`src/rtl/ps2_key_event_fifo_pkg.sv`:
```
// Key codes and event encoding shared by the PS/2 key event path.
// A release event is the released code with KEY_RELEASE_FLAG set.
package ps2_key_pkg;

  localparam int KEY_W = 16;

  typedef logic [KEY_W-1:0] key_code_t;

  localparam key_code_t KEY_NONE         = 16'h0000;
  localparam key_code_t KEY_LEFT         = 16'h0001;
  localparam key_code_t KEY_RIGHT        = 16'h0002;
  localparam key_code_t KEY_UP           = 16'h0003;
  localparam key_code_t KEY_DOWN         = 16'h0004;
  localparam key_code_t KEY_SHOOT        = 16'h0005;
  localparam key_code_t KEY_RELEASE_FLAG = 16'h8000;

  // Key-to-key changes report only the new key; the old key gets no release.
  function automatic key_code_t key_event(input key_code_t old_code, input key_code_t new_code);
    return (new_code == KEY_NONE) ? (KEY_RELEASE_FLAG | old_code) : new_code;
  endfunction

endpackage

```
`src/rtl/ps2_key_event_fifo_if.sv`:
```
// CPU-side read port of the key event queue: pop/clear strobes in, queue status out.
// master = CPU/MMIO logic, slave = event queue.
interface ps2_key_event_fifo_if #(
  parameter int DEPTH = 8
) ();
  import ps2_key_pkg::*;

  logic                         rd_en;
  logic                         clr_ovf;
  key_code_t                    rd_data;
  logic                         empty;
  logic                         full;
  logic [$clog2(DEPTH+1)-1:0]   count;
  logic                         overflow;
  key_code_t                    key_state;

  modport master (
    output rd_en, clr_ovf,
    input  rd_data, empty, full, count, overflow, key_state
  );

  modport slave (
    input  rd_en, clr_ovf,
    output rd_data, empty, full, count, overflow, key_state
  );

endinterface

```
`src/rtl/ps2_key_event_fifo_key_fifo.sv`:
```
// Generic first-word-fall-through FIFO; rd_dat valid combinationally, reads 0 when empty.
// Push is never stalled: a push into a full FIFO without a pop is dropped and sets sticky overflow.
module key_fifo #(
  parameter int DEPTH = 8,
  parameter int W     = 16
) (
  input  logic                       clk,
  input  logic                       reset,
  input  logic                       push,
  input  logic [W-1:0]               push_dat,
  input  logic                       pop,
  input  logic                       clr_ovf,
  output logic [W-1:0]               rd_dat,
  output logic [$clog2(DEPTH+1)-1:0] count,
  output logic                       full,
  output logic                       empty,
  output logic                       overflow
);

  localparam int PTR_W = $clog2(DEPTH);
  localparam int CNT_W = $clog2(DEPTH+1);

  logic [W-1:0]     mem_q [DEPTH];
  logic [W-1:0]     mem_d [DEPTH];
  logic [PTR_W-1:0] wr_ptr_q, wr_ptr_d;
  logic [PTR_W-1:0] rd_ptr_q, rd_ptr_d;
  logic [CNT_W-1:0] count_q, count_d;
  logic             ovf_q, ovf_d;
  logic             do_push, do_pop, drop;

  assign empty    = (count_q == '0);
  assign full     = (count_q == CNT_W'(DEPTH));
  assign count    = count_q;
  assign overflow = ovf_q;
  assign rd_dat   = empty ? '0 : mem_q[rd_ptr_q];

  always_comb begin
    mem_d    = mem_q;
    wr_ptr_d = wr_ptr_q;
    rd_ptr_d = rd_ptr_q;
    do_pop   = pop && !empty;
    // When full, a same-edge pop frees the head slot, which is exactly wr_ptr.
    do_push  = push && (!full || do_pop);
    drop     = push && !do_push;
    if (do_push) begin
      mem_d[wr_ptr_q] = push_dat;
      wr_ptr_d        = wr_ptr_q + 1'b1;
    end
    if (do_pop) begin
      rd_ptr_d = rd_ptr_q + 1'b1;
    end
    count_d = count_q + CNT_W'(do_push) - CNT_W'(do_pop);
    ovf_d   = drop | (ovf_q & ~clr_ovf);
  end

  always_ff @(posedge clk or negedge reset) begin
    if (!reset) begin
      for (int i = 0; i < DEPTH; i++) begin
        mem_q[i] <= '0;
      end
      wr_ptr_q <= '0;
      rd_ptr_q <= '0;
      count_q  <= '0;
      ovf_q    <= 1'b0;
    end else begin
      mem_q    <= mem_d;
      wr_ptr_q <= wr_ptr_d;
      rd_ptr_q <= rd_ptr_d;
      count_q  <= count_d;
      ovf_q    <= ovf_d;
    end
  end

endmodule

```
`src/rtl/ps2_key_event_fifo.sv`:
```
// Syncs and debounces the PS/2 key code, turns committed changes into press/release events, queues them.
// Event queued SYNC_STAGES+STABLE_CYCLES edges after an input change; no backpressure, drops flag overflow.
module ps2_key_event_fifo
  import ps2_key_pkg::*;
#(
  parameter int DEPTH         = 8,
  parameter int SYNC_STAGES   = 2,
  parameter int STABLE_CYCLES = 4
) (
  input  logic                 clk,
  input  logic                 reset,
  input  key_code_t            keyboard_input,
  ps2_key_event_fifo_if.slave  cpu
);

  localparam int               STB_W   = $clog2(STABLE_CYCLES+1);
  localparam logic [STB_W-1:0] STB_MAX = STB_W'(STABLE_CYCLES-1);

  key_code_t        sync_q [SYNC_STAGES];
  key_code_t        sync_d [SYNC_STAGES];
  key_code_t        sync_out;
  key_code_t        cand_q, cand_d;
  key_code_t        key_state_q, key_state_d;
  logic [STB_W-1:0] stb_cnt_q, stb_cnt_d;
  logic             evt_vld;
  key_code_t        evt_dat;

  always_comb begin
    sync_d[0] = keyboard_input;
    for (int i = 1; i < SYNC_STAGES; i++) begin
      sync_d[i] = sync_q[i-1];
    end
  end

  assign sync_out = sync_q[SYNC_STAGES-1];

  // Bits of a multi-bit code may land on different edges; only a code that
  // holds for the whole window is trusted.
  always_comb begin
    cand_d      = cand_q;
    stb_cnt_d   = stb_cnt_q;
    key_state_d = key_state_q;
    evt_vld     = 1'b0;
    evt_dat     = '0;
    if (sync_out != cand_q) begin
      cand_d    = sync_out;
      stb_cnt_d = '0;
    end else begin
      if (stb_cnt_q != STB_MAX) begin
        stb_cnt_d = stb_cnt_q + 1'b1;
      end
      if (stb_cnt_q == STB_MAX && cand_q != key_state_q) begin
        key_state_d = cand_q;
        evt_vld     = 1'b1;
        evt_dat     = key_event(key_state_q, cand_q);
      end
    end
  end

  always_ff @(posedge clk or negedge reset) begin
    if (!reset) begin
      for (int i = 0; i < SYNC_STAGES; i++) begin
        sync_q[i] <= '0;
      end
      cand_q      <= '0;
      stb_cnt_q   <= '0;
      key_state_q <= '0;
    end else begin
      sync_q      <= sync_d;
      cand_q      <= cand_d;
      stb_cnt_q   <= stb_cnt_d;
      key_state_q <= key_state_d;
    end
  end

  key_fifo #(
    .DEPTH (DEPTH),
    .W     (KEY_W)
  ) u_key_fifo (
    .clk      (clk),
    .reset    (reset),
    .push     (evt_vld),
    .push_dat (evt_dat),
    .pop      (cpu.rd_en),
    .clr_ovf  (cpu.clr_ovf),
    .rd_dat   (cpu.rd_data),
    .count    (cpu.count),
    .full     (cpu.full),
    .empty    (cpu.empty),
    .overflow (cpu.overflow)
  );

  assign cpu.key_state = key_state_q;

endmodule

```
`src/flat_wrapper.sv`:
```
// flat-port wrapper written by rule: the top's interface ports become plain ports
module ps2_key_event_fifo_flat import ps2_key_pkg::*;
#(
  parameter int DEPTH         = 8,
  parameter int SYNC_STAGES   = 2,
  parameter int STABLE_CYCLES = 4
)
  (clk, reset, keyboard_input, cpu_rd_en, cpu_clr_ovf, cpu_rd_data, cpu_empty, cpu_full, cpu_count, cpu_overflow, cpu_key_state);
  ps2_key_event_fifo_if #(.DEPTH(DEPTH)) cpu_i ();
  input  logic clk;
  input  logic reset;
  input  key_code_t keyboard_input;
  input wire logic [$bits(cpu_i.rd_en)-1:0] cpu_rd_en;
  input wire logic [$bits(cpu_i.clr_ovf)-1:0] cpu_clr_ovf;
  output wire logic [$bits(cpu_i.rd_data)-1:0] cpu_rd_data;
  output wire logic [$bits(cpu_i.empty)-1:0] cpu_empty;
  output wire logic [$bits(cpu_i.full)-1:0] cpu_full;
  output wire logic [$bits(cpu_i.count)-1:0] cpu_count;
  output wire logic [$bits(cpu_i.overflow)-1:0] cpu_overflow;
  output wire logic [$bits(cpu_i.key_state)-1:0] cpu_key_state;
  assign cpu_i.rd_en = cpu_rd_en;
  assign cpu_i.clr_ovf = cpu_clr_ovf;
  assign cpu_rd_data = cpu_i.rd_data;
  assign cpu_empty = cpu_i.empty;
  assign cpu_full = cpu_i.full;
  assign cpu_count = cpu_i.count;
  assign cpu_overflow = cpu_i.overflow;
  assign cpu_key_state = cpu_i.key_state;
  ps2_key_event_fifo #(.DEPTH(DEPTH), .SYNC_STAGES(SYNC_STAGES), .STABLE_CYCLES(STABLE_CYCLES)) u_core (.clk(clk), .reset(reset), .keyboard_input(keyboard_input), .cpu(cpu_i));
endmodule
```
`config.mk`:
```
export PLATFORM = sky130hd
export DESIGN_NAME = ps2_key_event_fifo_flat
export DESIGN_NICKNAME = d
export VERILOG_FILES = /design/src/rtl/ps2_key_event_fifo_pkg.sv /design/src/rtl/ps2_key_event_fifo_if.sv /design/src/rtl/ps2_key_event_fifo_key_fifo.sv /design/src/rtl/ps2_key_event_fifo.sv /design/src/flat_wrapper.sv
export SDC_FILE = /design/constraint.sdc
export NUM_CORES = 1
export LEC_CHECK = 0
export ABC_AREA = 1
export BUFFER_PORTS_ARGS = -buffer_cell sky130_fd_sc_hd__clkbuf_2
export CAP_MARGIN = 20
export CORE_UTILIZATION = 66
export CTS_CLUSTER_SIZE = 40
export DETAILED_ROUTE_END_ITERATION = 8
export HOLD_SLACK_MARGIN = 0.08
export PLACE_DENSITY = 0.85
export SLEW_MARGIN = 20
export SYNTH_ARGS = -nofsm -noshare
export SYNTH_HDL_FRONTEND = slang
export SYNTH_SLANG_ARGS = --single-unit
```
`constraint.sdc`:
```
create_clock -name clk -period 7.8 [get_ports clk]
set_input_delay 1.56 -clock clk [delete_from_list [all_inputs] [get_ports clk]]
set_output_delay 1.56 -clock clk [all_outputs]
set_load 0.005 [all_outputs]
```
==> flow_metrics.env <==
export IMPL_numCtsBuffers=22
export IMPL_synth_ff_type="dfrtp_1"
export IMPL_fin_nets=1279
export IMPL_grt_overflow=0
export IMPL_fin_crit_sh_pct=59.04
export IMPL_max_freq_mhz=217.2
export IMPL_finalPower_mw=2.947
export IMPL_slew_violations=0
export IMPL_start_util_pct=68.20
export IMPL_status="complete, but fails checks"
export IMPL_hpwl_mm=14.98
export IMPL_postSynthCellCount=1237
export IMPL_postCtsHoldBufs=0
export IMPL_crit_fanout=35
export IMPL_cts_resized=0
export IMPL_grt_pass1_wl_mm=42.03
export IMPL_hold_viol=0
export IMPL_yosys_register_bits=206
export IMPL_die_w_um=125.0
export IMPL_clock_path_buffers=3
export IMPL_synth_edf_count=0
export IMPL_power_density_nw_per_um2=269.9
export IMPL_fp_row_count=44
export IMPL_vias=8719
export IMPL_power_frac_comb_pct=27.2
export IMPL_synth_top_area_share_pct=51.62
export IMPL_setup_tns_ns=0
export IMPL_critPathSlowestCell="dfrtp_2"
export IMPL_synth_area_leaders="dfrtp_1 (52%), nand2_1 (16%), nand4_1 (7.0%), o21ai_0 (5.0%), nor2_1 (4.9%)"
export IMPL_yosysWarnings=0
export IMPL_via_per_inst=6.042
export IMPL_htree_levels=1
export IMPL_endpoint_kind="output pin"
export IMPL_fin_area_um2=10920
export IMPL_core_um2=14640
export IMPL_fin_skew_ns=0.01301
export IMPL_pre_cts_ws_ns=3.727
export IMPL_drt_iter0_drc=1186
export IMPL_critPathRequiredTime_ns=6.24
export IMPL_cap_violations=0
export IMPL_violations="DRC"
export IMPL_cts_tree="yes"
export IMPL_setup_slack_ns=3.195
export IMPL_irDropWorstVdd_mv=0.3134
export IMPL_worst_setup_path_type="reg -> out"
export IMPL_seq_power_share_pct=39.2
export IMPL_worstMarginPinSlew_ns=1.037
export IMPL_yosysTopAreaCell="dfrtp_1"
export IMPL_p_int_mw=1.966
export IMPL_rsz0062_at_grt="false"
export IMPL_arrival_ns=3.04
export IMPL_yosysMostFrequentCell="nand2_1"
export IMPL_slew_headroom_pct=30.76
export IMPL_die_h_um=125.0
export IMPL_critical_path_max_stage_delay_ns=0.78
export IMPL_wl_per_cell_um=17.46
export IMPL_setup_violations=0
export IMPL_crit_family="buffers and inverters"
export IMPL_drtAntennaViolNets=0
export IMPL_worst_path_buf_inv=4
export IMPL_finalCriticalPeriod_ns=4.605
export IMPL_grt_start_max_net_pins=127
export IMPL_path_clk_slew_ns=0.05
export IMPL_p_clk_share_pct=33.6
export IMPL_first_global_vias=8324
export IMPL_start_kind="flip-flop"
export IMPL_dr_pass1_iters=8
export IMPL_timing_hold_ws_ns=0.3445
export IMPL_synth_area_um2=9987
export IMPL_min_path_type="reg -> reg"
export IMPL_drc=2
export IMPL_cts_setup_buffers=0
export IMPL_swShare_pct=33.29
export IMPL_netlist_top_cells_count="nand2_1 (414), dfrtp_1 (206), nor2_1 (130)"
export IMPL_dieArea_um2=15630
export IMPL_dpl_cell_area_um2=10210
export IMPL_antenna_cells=0
export IMPL_power_switching_uw=981.0
export IMPL_syn2layout_area_growth_pct=9.308
export IMPL_synth_nets=1268
export IMPL_async_flop_share_pct=100.0
export IMPL_drt_wl_total_mm=25.19
export IMPL_drive_above_1_share_pct=10.96
export IMPL_antenna_found_initial=0
export IMPL_io_pins=59
export IMPL_ys_seq_area_share_pct=51.62
export IMPL_worstPathCellList="buf_4 -> clkinv_1 -> buf_4 -> o21ai_0 -> o22ai_1 -> o21ai_0 -> a31oi_1 -> clkbuf_2"
export IMPL_gp_congestion=0.8866
export IMPL_synth_cell_types=33
export IMPL_grt_use_total_pct=33.60
export IMPL_postSynthAreaPerCell_um2=8.074
export IMPL_clk_latency_ns=0.51
export IMPL_cts_root_buf="clkbuf_16"
export IMPL_p_leak_nw=5.704
export IMPL_io_buffers=58
export IMPL_cts_sinks=206
-- cells in the final DEF (no fill, tap or decap), drive strengths merged, types with 8 or more instances in the layout --
| master | n |
|---|---|
| a31oi | 16 |
| buf | 18 |
| clkbuf | 89 |
| dfrtp | 206 |
| ha | 10 |
| inv | 70 |
| nand2 | 414 |
| nand3 | 37 |
| nand4 | 112 |
| nor2 | 134 |
| nor3 | 8 |
| o21ai | 104 |
| o22ai | 17 |
-- flip-flops by register name (all words and copies together) (netlist names) --
register / flops
u_core.sync_out: 16
u_core.stb_cnt_q: 3
u_core.u_key_fifo.overflow: 1
u_core.sync_d: 16
u_core.u_key_fifo.mem_q: 128
u_core.cand_q: 16
u_core.cpu.key_state: 16
u_core.u_key_fifo.count: 4
u_core.u_key_fifo.rd_ptr_q: 3
u_core.u_key_fifo.wr_ptr_q: 3
-- cell families (layout without fill, tap and decap cells) --
logic type	count (synthesis)	in the layout	synth area share (%)
flip-flops	206	206	51.62
XOR/XNOR	10	10	0.8769
AND/OR/NAND/NOR	707	707	31.30
buffers and inverters	162	184	7.229
AO/OA/AOI/OAI	140	140	7.429
adder cells (fa/ha/maj)	11	11	1.453
multiplexers	1	1	0.1002
-- power by group through the flow --
stage          combinational [mW]  clock, mW  sequential, mW
2_1_floorplan               0.537          0            1.15
3_3_place_gp                0.767          0            1.17
3_5_place_dp                0.781          0            1.17
4_1_cts                     0.787      0.993            1.15
5_1_grt                     0.890       1.03            1.16
6_report                    0.801      0.991            1.16
-- layer usage --
| layer | wire, um | global-route usage, % |
|---|---|---|
| met5 | 0 | 0 |
| met4 | 901 | 13.34 |
| met3 | 2363 | 5.477 |
| met2 | 11710 | 53.43 |
| met1 | 10210 | 46.78 |
-- cell type report --
type	count	area, um2
clock inverters	4	56.30
well taps	184	230.2
fillers	1055	3727
clock buffers	31	614.3
multi-input cells	869	4128
repair buffers	76	457.9
flip-flops and latches	206	5156
inverters	73	274.0
-- per-stage QoR --
stage | utilization [%] | instances
2_1_floorplan | - | 1237
3_3_place_gp | 69.72 | 1407
3_5_place_dp | 69.72 | 1407
4_1_cts | 74.30 | 1442
5_1_grt | 74.55 | 1443
6_report | 74.55 | 1443
-- worst paths after layout --
path / startpoint / to / slack [ns] / cells after the start
max in group asynchronous: reset / u_core.cand_q[12] / 5.66 / 2
worst min-delay path: u_core.sync_d[1] / u_core.sync_out[1] / 0.34 / 0
worst min register to register: u_core.sync_d[1] / u_core.sync_out[1] / 0.34 / 0
worst max register to register: u_core.cand_q[11] / u_core.u_key_fifo.count[1] / 3.97 / 18
worst max-delay path: u_core.u_key_fifo.rd_ptr_q[0] / cpu_rd_data[5] / 3.20 / 8
min in group asynchronous: reset / u_core.u_key_fifo.mem_q[116] / 1.03 / 1
(Power assumes the default switching activity.)
